===== config.mk =====
export PLATFORM = sky130hd
export DESIGN_NAME = rand_arbiter_flat
export DESIGN_NICKNAME = d
export VERILOG_FILES = /design/src/rtl/rand_pkg.sv /design/src/rtl/rand_arbiter_if.sv /design/src/rtl/rand_lfsr32.sv /design/src/rtl/rand_arbiter.sv /design/src/flat_wrapper.sv
export SDC_FILE = /design/constraint.sdc
export NUM_CORES = 1
export LEC_CHECK = 0
export BUFFER_PORTS_ARGS = -buffer_cell sky130_fd_sc_hd__clkbuf_2
export CAP_MARGIN = 5
export CELL_PAD_IN_SITES_DETAIL_PLACEMENT = 1
export CELL_PAD_IN_SITES_GLOBAL_PLACEMENT = 1
export CORE_AREA = 2 2 89 100
export DETAILED_ROUTE_END_ITERATION = 8
export DIE_AREA = 0 0 91 102
export GPL_TIMING_DRIVEN = 1
export PLACE_DENSITY_LB_ADDON = 0.1
export SYNTH_ARGS = -nofsm -noshare
export SYNTH_HDL_FRONTEND = slang
export SYNTH_SLANG_ARGS = --single-unit

===== constraint.sdc =====
create_clock -name CLK -period 2.6 [get_ports CLK]
set_input_delay 0.39 -clock CLK [delete_from_list [all_inputs] [get_ports CLK]]
set_output_delay 0.39 -clock CLK [all_outputs]
set_load 0.005 [all_outputs]

===== src/rtl/rand_pkg.sv =====
// rtl/rand_pkg.sv - shared FSM encoding, LFSR constants and step function
package rand_pkg;

  typedef enum logic [1:0] {
    ST_IDLE    = 2'd0,
    ST_ADVANCE = 2'd1,
    ST_RESP    = 2'd2
  } state_t;

  localparam logic [31:0] LFSR_TAPS    = 32'h80200003;
  localparam logic [31:0] DEFAULT_SEED = 32'h00000001;

  // One step of the right-shifting Galois LFSR.
  function automatic logic [31:0] lfsr_next(input logic [31:0] s);
    return (s >> 1) ^ (s[0] ? LFSR_TAPS : 32'h0);
  endfunction

endpackage


===== src/rtl/rand_arbiter_if.sv =====
// rtl/rand_arbiter_if.sv - request/response and reseed signals of the random-word arbiter
interface rand_arbiter_if #(
  parameter int NUM_REQ = 4
);
  logic [NUM_REQ-1:0] REQ_VALID;
  logic [31:0]        RESP_READ;
  logic [NUM_REQ-1:0] RESP_READ_VALID;
  logic               SEED_WRITE;
  logic [31:0]        SEED_DATA;
  logic               SEED_READY;
  logic               DONE;

  modport master (
    output REQ_VALID, SEED_WRITE, SEED_DATA,
    input  RESP_READ, RESP_READ_VALID, SEED_READY, DONE
  );

  modport slave (
    input  REQ_VALID, SEED_WRITE, SEED_DATA,
    output RESP_READ, RESP_READ_VALID, SEED_READY, DONE
  );
endinterface


===== src/rtl/rand_lfsr32.sv =====
// rtl/rand_lfsr32.sv - 32-bit Galois LFSR with load and advance controls
module rand_lfsr32 import rand_pkg::*; #(
  parameter logic [31:0] SEED = DEFAULT_SEED
) (
  input  logic        CLK,
  input  logic        RESET,
  input  logic        ADVANCE,
  input  logic        LOAD,
  input  logic [31:0] LOAD_DATA,
  output logic [31:0] STATE
);

  // An all-zero state would lock the LFSR, so a zero load falls back to SEED.
  always_ff @(posedge CLK or posedge RESET) begin
    if (RESET) begin
      STATE <= SEED;
    end else if (LOAD) begin
      STATE <= (LOAD_DATA != 32'h0) ? LOAD_DATA : SEED;
    end else if (ADVANCE) begin
      STATE <= lfsr_next(STATE);
    end
  end

endmodule


===== src/rtl/rand_arbiter.sv =====
// rtl/rand_arbiter.sv - round-robin arbiter handing out words from one shared LFSR
module rand_arbiter import rand_pkg::*; #(
  parameter int          NUM_REQ = 4,
  parameter logic [31:0] SEED    = DEFAULT_SEED
) (
  input  logic          CLK,
  input  logic          RESET,
  rand_arbiter_if.slave bus
);

  localparam int W = $clog2(NUM_REQ);

  state_t             state, state_nx;
  logic [W-1:0]       winner, last_winner, pick, cand;
  logic               found, grant, lfsr_load, lfsr_adv;
  logic [NUM_REQ-1:0] win_onehot, candidates;
  logic [31:0]        lfsr_state, resp_word;

  rand_lfsr32 #(.SEED(SEED)) u_lfsr (
    .CLK       (CLK),
    .RESET     (RESET),
    .ADVANCE   (lfsr_adv),
    .LOAD      (lfsr_load),
    .LOAD_DATA (bus.SEED_DATA),
    .STATE     (lfsr_state)
  );

  always_comb begin
    win_onehot         = '0;
    win_onehot[winner] = 1'b1;
  end

  // The winner still holds its request on the edge leaving RESP, so hide it.
  assign candidates = bus.REQ_VALID & ~((state == ST_RESP) ? win_onehot : '0);

  always_comb begin
    found = 1'b0;
    pick  = last_winner;
    cand  = '0;
    for (int i = 1; i <= NUM_REQ; i++) begin
      cand = W'((int'(last_winner) + i) % NUM_REQ);
      if (!found && candidates[cand]) begin
        found = 1'b1;
        pick  = cand;
      end
    end
  end

  always_comb begin
    state_nx  = state;
    grant     = 1'b0;
    lfsr_load = 1'b0;
    lfsr_adv  = 1'b0;
    case (state)
      ST_IDLE: begin
        if (bus.SEED_WRITE) begin
          lfsr_load = 1'b1;
        end else if (found) begin
          grant    = 1'b1;
          state_nx = ST_ADVANCE;
        end
      end
      ST_ADVANCE: begin
        lfsr_adv = 1'b1;
        state_nx = ST_RESP;
      end
      ST_RESP: begin
        if (found) begin
          grant    = 1'b1;
          state_nx = ST_ADVANCE;
        end else begin
          state_nx = ST_IDLE;
        end
      end
      default: state_nx = ST_IDLE;
    endcase
  end

  always_ff @(posedge CLK or posedge RESET) begin
    if (RESET) begin
      state       <= ST_IDLE;
      winner      <= '0;
      last_winner <= W'(NUM_REQ - 1);
      resp_word   <= 32'h0;
    end else begin
      state <= state_nx;
      if (grant) begin
        winner      <= pick;
        last_winner <= pick;
      end
      if (lfsr_adv) begin
        resp_word <= lfsr_next(lfsr_state);
      end
    end
  end

  assign bus.RESP_READ       = resp_word;
  assign bus.RESP_READ_VALID = (state == ST_RESP) ? win_onehot : '0;
  assign bus.SEED_READY      = (state == ST_IDLE);
  assign bus.DONE            = (state == ST_IDLE) && (bus.REQ_VALID == '0);

endmodule


===== src/flat_wrapper.sv =====
// flat-port wrapper written by rule: the top's interface ports become plain ports
module rand_arbiter_flat import rand_pkg::*;
#(
  parameter int          NUM_REQ = 4,
  parameter logic [31:0] SEED    = DEFAULT_SEED
)
  (CLK, RESET, bus_REQ_VALID, bus_SEED_WRITE, bus_SEED_DATA, bus_RESP_READ, bus_RESP_READ_VALID, bus_SEED_READY, bus_DONE);
  rand_arbiter_if #(.NUM_REQ(NUM_REQ)) bus_i ();
  input  logic CLK;
  input  logic RESET;
  input wire logic [$bits(bus_i.REQ_VALID)-1:0] bus_REQ_VALID;
  input wire logic [$bits(bus_i.SEED_WRITE)-1:0] bus_SEED_WRITE;
  input wire logic [$bits(bus_i.SEED_DATA)-1:0] bus_SEED_DATA;
  output wire logic [$bits(bus_i.RESP_READ)-1:0] bus_RESP_READ;
  output wire logic [$bits(bus_i.RESP_READ_VALID)-1:0] bus_RESP_READ_VALID;
  output wire logic [$bits(bus_i.SEED_READY)-1:0] bus_SEED_READY;
  output wire logic [$bits(bus_i.DONE)-1:0] bus_DONE;
  assign bus_i.REQ_VALID = bus_REQ_VALID;
  assign bus_i.SEED_WRITE = bus_SEED_WRITE;
  assign bus_i.SEED_DATA = bus_SEED_DATA;
  assign bus_RESP_READ = bus_i.RESP_READ;
  assign bus_RESP_READ_VALID = bus_i.RESP_READ_VALID;
  assign bus_SEED_READY = bus_i.SEED_READY;
  assign bus_DONE = bus_i.DONE;
  rand_arbiter #(.NUM_REQ(NUM_REQ), .SEED(SEED)) u_core (.CLK(CLK), .RESET(RESET), .bus(bus_i));
endmodule

; ---- Word-level counts from Yosys, hierarchy flattened
; Cells that the tools add are included.
[totals]
ram_bits = 0
romBits = 0
out_inout_bits = 38
latchBits = 0
wordCells = 68
reg_bits = 70
mem_count = 0
[op_classes]
addsub = 4
n_lt_le_gt_ge = 6
n_reduce_logical = 13
div_mod_pow = 0
eq_ne = 4
muxes = 33
mul = 0
bitwise = 3
n_shift = 0
[op_table]
columns = cell, n
row1 = $mux 32, 4
row2 = $reduce_bool 32->1, 1
row3 = $xor 31x32->32, 1
row4 = $lt 2x3->1 const B, 5
row5 = $mux 1, 15
row6 = $mux 2, 6
row7 = $bmux 1 s2, 4
row8 = $pmux 2 s3, 1
row9 = $logic_and 1x1->1, 5
row10 = $add 2x1->2 const B, 2
row11 = $add 2x2->2 const B, 2
row12 = $and 4x4->4, 1
row13 = $logic_not 4->1, 1
row14 = $mux 4, 1
row15 = $not 4->4, 1
row16 = $logic_not 1->1, 3
row17 = $demux 1 s2, 1
row18 = $eq 2x1->1 const B, 1
row19 = $eq 2x2->1 const B, 1
row20 = $ge 2x1->1 const B, 1
row21 = $logic_not 2->1, 1
row22 = $ne 2x1->1 const B, 1
row23 = $ne 2x2->1 const B, 1
row24 = $pmux 1 s2, 1
row25 = other kinds (2), 2

; ---- Logic depth before layout (Yosys ltp)
; Gate-level depths: netlist of the first run.
[depth]
depth_word = 22
mapped_depth = 7

; ---- By module
; From an unflattened synthesis of the first run, not the netlist that was laid out.
[unflattened]
hier_cells = 285
area_unflattened_um2 = 3296.9
[modules_own_cells]
columns = module, instances, cells_each, area_per_inst_um2
row1 = rand_arbiter, 1, 129, 1697.9
row2 = rand_lfsr32, 1, 156, 1599.0

; ---- Least setup slack after synthesis of the first run
; No wires, ideal clock.
[synth_path]
path_kind = register -> register
start = reg u_core.state[1]
end = reg u_core.winner[0]
path_slack_ps = 980
stages_incl_launch_ff = 6
t_arrival_ps = 1491
synth_period_minus_slack_ps = 1620
t_required_ps = 2471
cell_sequence = dfrtp_1 nor4b_2 nand2b_4 a311o_4 nor4_4 a21oi_1
[synth_via]
elab_chain_len = 19
word_cells_on_any_way = 30
classes_between = 1 x eq/ne / 20 x mux / 2 x bitwise / 7 x reduce/logical
[synth_rtl]
columns = element, line_no
row1 = start: declaration, rand_arbiter.sv:13  ; state_t state, state_nx;
row2 = start signal: assignment, rand_arbiter.sv:86  ; state <= state_nx;
row3 = $eq 2x2->1 *, n/a
row4 = $mux 4 *, n/a
row5 = via bus_RESP_READ_VALID[0], flat_wrapper.sv:15  ; output wire logic [$bits(bus_i.RESP_READ_VALID)-1:0] bus_RESP_READ_VALID;
row6 = $not 4->4 *, rand_arbiter.sv:34  ; assign candidates = bus.REQ_VALID & ~((state == ST_RESP) ? win_onehot : '0);
row7 = $and 4x4->4 *, rand_arbiter.sv:34
row8 = $bmux 1 s2, rand_arbiter.sv:42  ; if (!found && candidates[cand]) begin
row9 = $mux 1 (implied by the code), rand_arbiter.sv:42
row10 = $mux 1, rand_arbiter.sv:42
row11 = [4 not listed], n/a
row12 = $logic_and 1x1->1, rand_arbiter.sv:42
row13 = $mux 1, rand_arbiter.sv:42
row14 = $logic_not 1->1, rand_arbiter.sv:42
row15 = $logic_and 1x1->1, rand_arbiter.sv:42
row16 = $mux 1, rand_arbiter.sv:42
row17 = $mux 1, "rand_arbiter.sv:58, rand_arbiter.sv:68"
row18 = $mux 1, rand_arbiter.sv:56  ; if (bus.SEED_WRITE) begin
row19 = $pmux 1 s2, rand_arbiter.sv:54  ; case (state)
row20 = end signal: assignment, rand_arbiter.sv:88  ; winner <= pick;
row21 = end: declaration, rand_arbiter.sv:14  ; logic [W-1:0] winner, last_winner, pick, cand;
; The timed path passes the listed nets; every way through them passes the cells marked *. The select of a mux whose other input is x is not followed.
; A chain may end at the register's enable or synchronous reset.

; ---- Worst setup path in the final report of the first run
[layout_path]
start = reg u_core.state[1]
end = out bus_DONE
[layout_via]
elab_chain_len = 2
[layout_rtl]
columns = element, line_no
row1 = $logic_not 2->1, rand_arbiter.sv:100  ; assign bus.DONE = (state == ST_IDLE) && (bus.REQ_VALID == '0);
row2 = $logic_and 1x1->1, rand_arbiter.sv:100
row3 = end: declaration, flat_wrapper.sv:17  ; output wire logic [$bits(bus_i.DONE)-1:0] bus_DONE;
; No other way between the ends.

==> results.txt, run 1 <==
The post-CTS setup repair buffer count came out at 0. The flow ran to the end, and the final reports show no timing, DRC or antenna violations. By startpoint and endpoint, the worst setup path is classified as reg2out. The fraction of the core area covered by cells at the end of the flow is 48.2%. For this run, the leading register cell type out of synthesis is dfrtp_1. The HPWL after detailed placement is 5.73 mm. After global routing the overflow that remains totals 0. The number of global-route vias before repair was 2724. The total CTS buffers is 9. The total number of placement rows is 35. In the layout the commonest cells are 76 x clkbuf_2, 67 x dfrtp_1, 36 x nand2_1.

The post-detailed-route count of antenna-violating nets came out at 0. Compared with the post-synthesis result, the final layout area differs by 22.8%. The share of final-layout standard cells stronger than drive strength 1 is 39.5%. In this run, post-CTS repair resized a total of 0 instances. The mean post-synth cell area came out at 11.1 um2. dfrtp_1 takes more of the synthesized area than any other cell.

The die outline height came out at 102 um. For this run, design rule violations remaining after detail routing come to 0. The largest net degree at the start of global routing came out at 71. The clock tree from TritonCTS is yes.

The number of nets in the synthesized netlist is 331. 77 I/O pins were placed. The summed negative setup slack over all endpoints is 0 ns. The post-synthesis cell count came out at 292.

Dividing total power by cell area gives a power density of 1230 nW/um2. The routed layout has 2582 vias. After clock tree synthesis, the clock-pin slew on the worst setup and hold paths is 0.08 ns. The share of the clock period used by the worst path came out at 76.5%. During placement, the flow inserted port buffers numbering 76. Setup violations remaining at the end of the flow were counted as 0. The data required time of the critical path is 2.21 ns.

The horizontal die dimension came out at 91 um. At the pin with the least slew margin, the transition time is 0.892 ns. The number of standard cells in the final layout excluding fillers came out at 483. The most frequent standard cell in the layout excluding fill and tap cells is clkbuf_2. In this run the static leakage power is 1.84 nW.

In this run the tightest slew margin relative to its limit is 40.5%. The last weighted congestion value of the routability-driven placer came out at 0.873. CTS built an H-tree with a depth of 3. The data arrival time of the critical path came out at 1.60 ns. The detailed-router iteration count before antenna repair is 4.

STA classifies the critical path startpoint as a register. The first global-routing pass estimated 13.7 mm of wire. The maximum clock rate came out at 503 MHz. The CTS root buffer is clkbuf_8. The maximum number of buffers from clock root to sink is 2. After synthesis the netlist holds a flip-flop and latch count of 70. Setup repair after global routing left no endpoint under its margin. The worst voltage drop across the vdd grid is 386 uV. The count of different cell masters after synthesis is 47. The synthesized design contains 0 enable-type register cells. Summed over all layers, the routed wires come to 8.09 mm. Yosys printed 0 warnings. The hold-fix buffer count after cts came out at 0. The worst min-delay path category is in2async. The largest fanout of any net on the critical path is 12. The clock sink count is 70. Using the TritonRoute via totals, the vias-per-cell ratio works out to 5.35. Including well taps, the total number of placed cells is 468.

The insertion delay to the later sink of the worst-skew pair came out at 0.34 ns. The initial core utilization is 39.2%. The setup clock skew after layout came out at 0.00948 ns. The total power draw is 0.00486 W. The number of max-slew violations in the final report is 0. The max-capacitance violation count is 0. After floorplanning, the core was sized to cover 8230 um2. The area of the die came out at 9280 um2. By area the synthesized netlist is led by dfrtp_1 52%, mux2_2 10%, a22oi_1 7.0%. The final count of hold timing violations is 0.

The global-route usage over all layers came out at 18.8%. The final layout contains 407 nets. The share of synthesized flip-flops with an asynchronous set or reset is 100%. The number of fillers in the final layout is 962. The final routed wire length divided by cell count came out at 16.7 um.

The routed design could run at a clock period as short as 1.99 ns. The number of antenna violations at the first check in global routing was 0. Summed over its instances, the top area cell type makes up 51.9% of the synthesized netlist area.

The area of the mapped netlist came out at 3230 um2. The worst setup path is captured at an output pin. The number of DRC markers after the initial detailed-route iteration is 171.

The sequential fraction of the synthesis area came out at 54.3%. The number of inserted diodes is 0.
[logic make-up (layout without fill, tap and decap cells)]
| family | count (synthesis) | in the layout | synth area share (%) |
|---|---|---|---|
| compound gates | 82 | 82 | 16.7 |
| xor+xnor | 3 | 3 | 0.813 |
| buf+inv | 28 | 108 | 3.83 |
| flops | 70 | 70 | 54.3 |
| mux | 31 | 31 | 10.8 |
| simple gates | 78 | 78 | 13.6 |
[cell usage after synthesis (2+ instances only)]
cell type,instances
a22oi_1,30
dfstp_2,3
buf_2,6
nand3b_1,3
a21oi_1,5
o211ai_1,3
nand4_1,3
nand2b_1,2
dfrtp_1,67
nand3_1,3
nor4_1,8
o21ai_0,35
xnor2_1,2
inv_1,7
clkbuf_1,9
mux2_2,30
nor2_1,7
buf_1,3
nand2_1,36
nor2b_1,3
[sequential cells by signal, indices dropped and copies added (netlist names)]
register and count:
u_core.last_winner 2, u_core.winner 2, u_core.u_lfsr.STATE 32, u_core.state 2, u_core.bus.RESP_READ 32
[worst max-delay path, cell delays in order (launching register included)]
cell and delay, ns:
dfrtp_1 0.48, buf_4 0.22, nor2_1 0.21, nand2_1 0.08
nor3_1 0.13, clkbuf_2 0.13
[metal layers]
metal,GRT usage (%),share of wire [%]
met4,8.74,1.7
met2,30.1,48
met1,24.7,47
met3,3.83,4.0
met5,0,0
[path summary, 6_finish.rpt]
check / startpoint / to / slack [ns] / cells after the start
worst max-delay path: u_core.state[1] / bus_DONE / 0.61 / 5
worst min-delay path: RESET / u_core.bus.RESP_READ[16] / 0.09 / 3
worst max register to register: u_core.state[0] / u_core.winner[0] / 0.66 / 5
worst min register to register: u_core.bus.RESP_READ[0] / u_core.bus.RESP_READ[0] / 0.49 / 2
max in group asynchronous: RESET / u_core.last_winner[0] / 2.16 / 3
min in group CLK: bus_SEED_WRITE / u_core.u_lfsr.STATE[0] / 0.33 / 3
[layout make-up]
cell class	instances	area [um2]	share of cell area (%)
flip-flops and latches	70	1760	44.3
multi-input cells	194	1360	34.3
repair buffers	85	460	11.6
well taps	111	139	3.50
clock inverters	5	83.8	2.11
inverters	8	30.0	0.757
clock buffers	10	138	3.47
[stage by stage]
stage | hold WS, ns | setup WS [ns] | cell area, um2
3_5_place_dp | 0.473 | 0.684 | 3740
5_1_grt | 0.112 | 0.486 | 3970
2_1_floorplan | 0.468 | 0.447 | 3230
6_report | 0.0915 | 0.611 | 3970
4_1_cts | 0.108 | 0.581 | 3970
3_3_place_gp | 0.464 | 0.726 | 3740
[where the power goes]
group,internal [W],switching [W]
Clock,0.000563,0.000419
Sequential,0.00162,0.000426
Combinational,0.000925,0.000908
Power figures use the tool's default switching activity.
==> run 2: changes to the inputs <==
Settings changed: ABC_AREA set to 1, CORE_AREA 2 2 89 100 to 2 2 94 105, DIE_AREA 0 0 91 102 to 0 0 96 107.
Clock period 2.6 ns to 1.63 ns, I/O delays scaled along.
==> results.txt, run 2 <==
At the pin with the least slew margin, the transition time is 0.472 ns. The count of unresolved DRC violations after routing came out at 0. Headroom to the max-slew limit came out at 68.5%. The most used standard cell by instance count after synthesis is nand2_1. In this run the power spent charging and discharging nets is 0.00338 W.

The final layout contains 523 nets. The number of standard cells in the final layout excluding fillers is 606. The total power draw is 0.00843 W. The post-detailed-route count of antenna-violating nets is 0. The detailed-router iteration count before antenna repair is 4. Once detailed placement completed, the half-perimeter wirelength came to 6.23 mm. The maximum number of buffers from clock root to sink is 2. The post-synthesis share of cell area spent on and, or, nand and nor gates came out at 26.4%. The run finished, with violations left. The max-capacitance violation count is 0. The worst voltage drop across the vdd grid is 643 uV. The part of the power in registers came out at 37.3%.

The capturing element type of the critical path is an output pin. CTS placed an instance of clkbuf_8 at the clock tree root. The highest cell delay on the worst timing path is 0.63 ns. The clock tree from TritonCTS is yes. For this design the ratio of total power to cell area is 2000 nW/um2. The final reports fail on setup timing. Routed signal wires occupy layers up through met4.

After synthesis, the most frequently instantiated cells are 155 x nand2_1, 67 x dfrtp_1, 49 x inv_1, 30 x o211ai_1, 15 x nand3_1. The die outline height came out at 107 um. After synthesis, the largest family of logic cells by area is simple AND/OR/NAND/NOR gates.

The largest area contributor in the netlist is dfrtp_1. The area of the die came out at 10300 um2. The worst hold path startpoint is bus_SEED_DATA[11]. The share of final-layout standard cells stronger than drive strength 1 is 34.2%. The share of total power in the clock network came out at 14.9%. The total number of yosys warnings came out at 0. Summed over all layers, the global routing overflow is 0.

The number of buffers and inverters on the critical path came out at 2. The summed negative setup slack over all endpoints came out at -0.587 ns. The clock sink count came out at 70. The met2 wire length came out at 3.92 mm.

Synthesis produced a netlist with a net count of 415. The die is 96 um wide. By startpoint and endpoint, the worst setup path is classified as reg2out. The share of synthesized flip-flops with an asynchronous set or reset came out at 100%.

Sorting the synthesized cells by area gives the leading types as dfrtp_1 53%, nand2_1 19%, o211ai_1 7.2%. The routed design could run at a clock period as short as 2.03 ns. The leakage component of the power is 2.31 nW. Measured against the total synthesized area, the mux share comes to 0%. Including well taps, the total number of placed cells is 583.

The first global-routing pass estimated 14.0 mm of wire. The count of different cell masters after synthesis came out at 23. The signal on the critical path passes through inv_4 > nand3_2 > nand2_1 > nand2_1 > nand2_2 > nor2_4 > nand3_2 > nor3_2 > clkbuf_2. Summing the areas of all xor and xnor instances in the mapped netlist gives 0.517% of the synthesized area.

The total number of placement rows is 37. The area of the mapped netlist is 3140 um2. The number of max-slew violations in the final report is 0.

The final route contains 2832 vias. For this configuration, the core starts out at a cell density of 34.1%. The design area came out at 4210 um2.

Of all nets on the critical path, the largest fanout is 5. The vias per cell is 4.67. In the post-route analysis, the smallest setup slack over all paths is -0.396 ns. The flop and latch count out of synthesis came out at 70. STA puts the critical path data arrival time at 1.78 ns.

The final count of hold timing violations came out at 0. In the finished design, the share of the clock period the worst path needs comes to 124%. The number of antenna violations at the first check in global routing came out at 0. The global-route usage over all layers is 17.5%. The top cell types in the final layout, fill and taps aside, are 146 x nand2_1, 75 x clkbuf_2, 66 x dfrtp_1.

The largest net degree at the start of global routing came out at 34. The maximum clock rate came out at 494 MHz. The sequential fraction of the synthesis area is 55.8%. The setup clock skew after layout came out at 0.0112 ns. The boundary pin count is 77. Setup repair after global routing could not meet its margin everywhere. The insertion delay to the later sink of the worst-skew pair came out at 0.34 ns.

The final-report setup violation count came out at 5. The last weighted congestion value of the routability-driven placer is 0.756. Among all flip-flop cells after synthesis, the most frequent one is dfrtp_1. The worst setup path is launched from a register.

The area growth from synthesis to layout is 33.8%. The worst hold path belongs to the class in2reg. In this run the standard cell core region covers 9210 um2.

In this run, synthesis inferred 0 flip-flops with an integrated enable. The amount of wire on met3 after detailed routing is 288 um. The adder-cell area share of the yosys netlist came out at 0%. CTS built an H-tree with a depth of 3. The number of buffer cells added on primary ports came out at 76.

The detailed router put a total of 3.90 mm of wire on met1. At the worst endpoint, the required time is 1.39 ns. The area after detailed placement came out at 3890 um2.

After detailed routing, the average wire length per cell comes to 13.6 um. Internal power comes to 0.00505 W. On the critical path the largest part of the delay comes from flip-flops. The fraction of the mapped netlist area in compound gates is 9.27%. The slowest cell on the critical path is dfstp_2. The number of global-route vias before repair came out at 2991. The library cell used most frequently in the layout, excluding fill and tap cells, is nand2_1. Tracing the worst setup path back leads to its startpoint at u_core.last_winner[0]. The total CTS buffers came out at 9. The final wirelength is 8.25 mm. The startpoint of the worst register-to-register path is u_core.last_winner[0].

The mean post-synth cell area came out at 8.36 um2. The number of inserted diodes came out at 0. For this block, the initial DRC count from the detailed router was 67.

The clock transition at the registers of the reported paths is 0.07 ns. The fraction of power consumed by combinational cells came out at 47.8%. Synthesis produced a netlist whose cell count is 376.

The fraction of post-synthesis cell area in the top cell type by area came out at 53.3%. The switching power share of the total is 40.1%.
-- run 2: changes by cell type after synthesis, sizes merged, moves of 3 or more --
cell / change
mux2: -31
inv: +44
nor4: -9
nand3: +14
nand2: +123
buf: -7
nand4: +5
nor2b: -3
nor2: +4
o21ai: -29
o211ai: +27
a22oi: -30
nand2b: -3
nand3b: -3
-- run 2: stage by stage --
stage	hold WS, ns	setup slack [ns]	utilization, %
6_report	0.169	-0.396	45.7
5_1_grt	0.177	-0.580	45.7
4_1_cts	0.153	-0.434	44.8
3_5_place_dp	0.285	-0.114	42.3
3_3_place_gp	0.286	-0.0618	42.3
2_1_floorplan	0.377	-0.00815	-
-- run 2: cells by family (layout without fill, tap and decap cells) --
group	after synthesis	in the layout
simple gates	198	198
flops	70	70
buf+inv	65	178
compound gates	42	42
xor+xnor	1	1
-- run 2: final timing paths --
check,end,slack [ns],cells past startpoint
worst min register to register,u_core.bus.RESP_READ[25],0.47,2
min in group asynchronous,u_core.u_lfsr.STATE[30],0.47,3
worst min-delay path,u_core.u_lfsr.STATE[11],0.17,3
max in group asynchronous,u_core.u_lfsr.STATE[0],0.58,4
worst max-delay path,bus_DONE,-0.40,9
worst max register to register,u_core.winner[0],-0.07,12
-- run 2: layout make-up --
type | count | area [um2]
clock inverter | 1 | 7.51
sequential | 70 | 1760
clock buffer | 15 | 166
inverter | 52 | 201
tap | 117 | 146
timing repair buffer | 110 | 697
multi-input combinational | 241 | 1230
fill | 1155 | 5010
-- run 2: worst reg2reg max path: stages, from the launching register on --
cell     delay, ns
dfstp_2       0.63
inv_4         0.08
nand3_2       0.09
nand2_1       0.06
nand2_1       0.07
nand2_2       0.06
nor2_4        0.11
nand3_2       0.10
buf_4         0.16
nand2_4       0.09
inv_2         0.05
nand2_2       0.05
nand2_1       0.04
-- run 2: repair_timing --
item,CTS,global route
endpoints found under the setup margin,5,37
pin swaps,5,6
hold endpoints to repair,16,0
buffers inserted,5,5
resized for setup,4,25
hold buffers,1,0
-- run 2: layer usage --
metal	track usage (%)	vias to the layer above
met5	0	-
met4	7.14	0
met3	2.60	10
met2	28.1	58
met1	23.5	1356
li1	-	1408
-- run 2: power groups by stage --
stage | registers, W | clock network [W] | logic, W
finish | 0.00314 | 0.00125 | 0.00403
floorplan | 0.00309 | 0 | 0.00233
global route | 0.00325 | 0.00136 | 0.00464
CTS | 0.00315 | 0.00130 | 0.00398
detailed placement | 0.00317 | 0 | 0.00383
global placement | 0.00313 | 0 | 0.00374
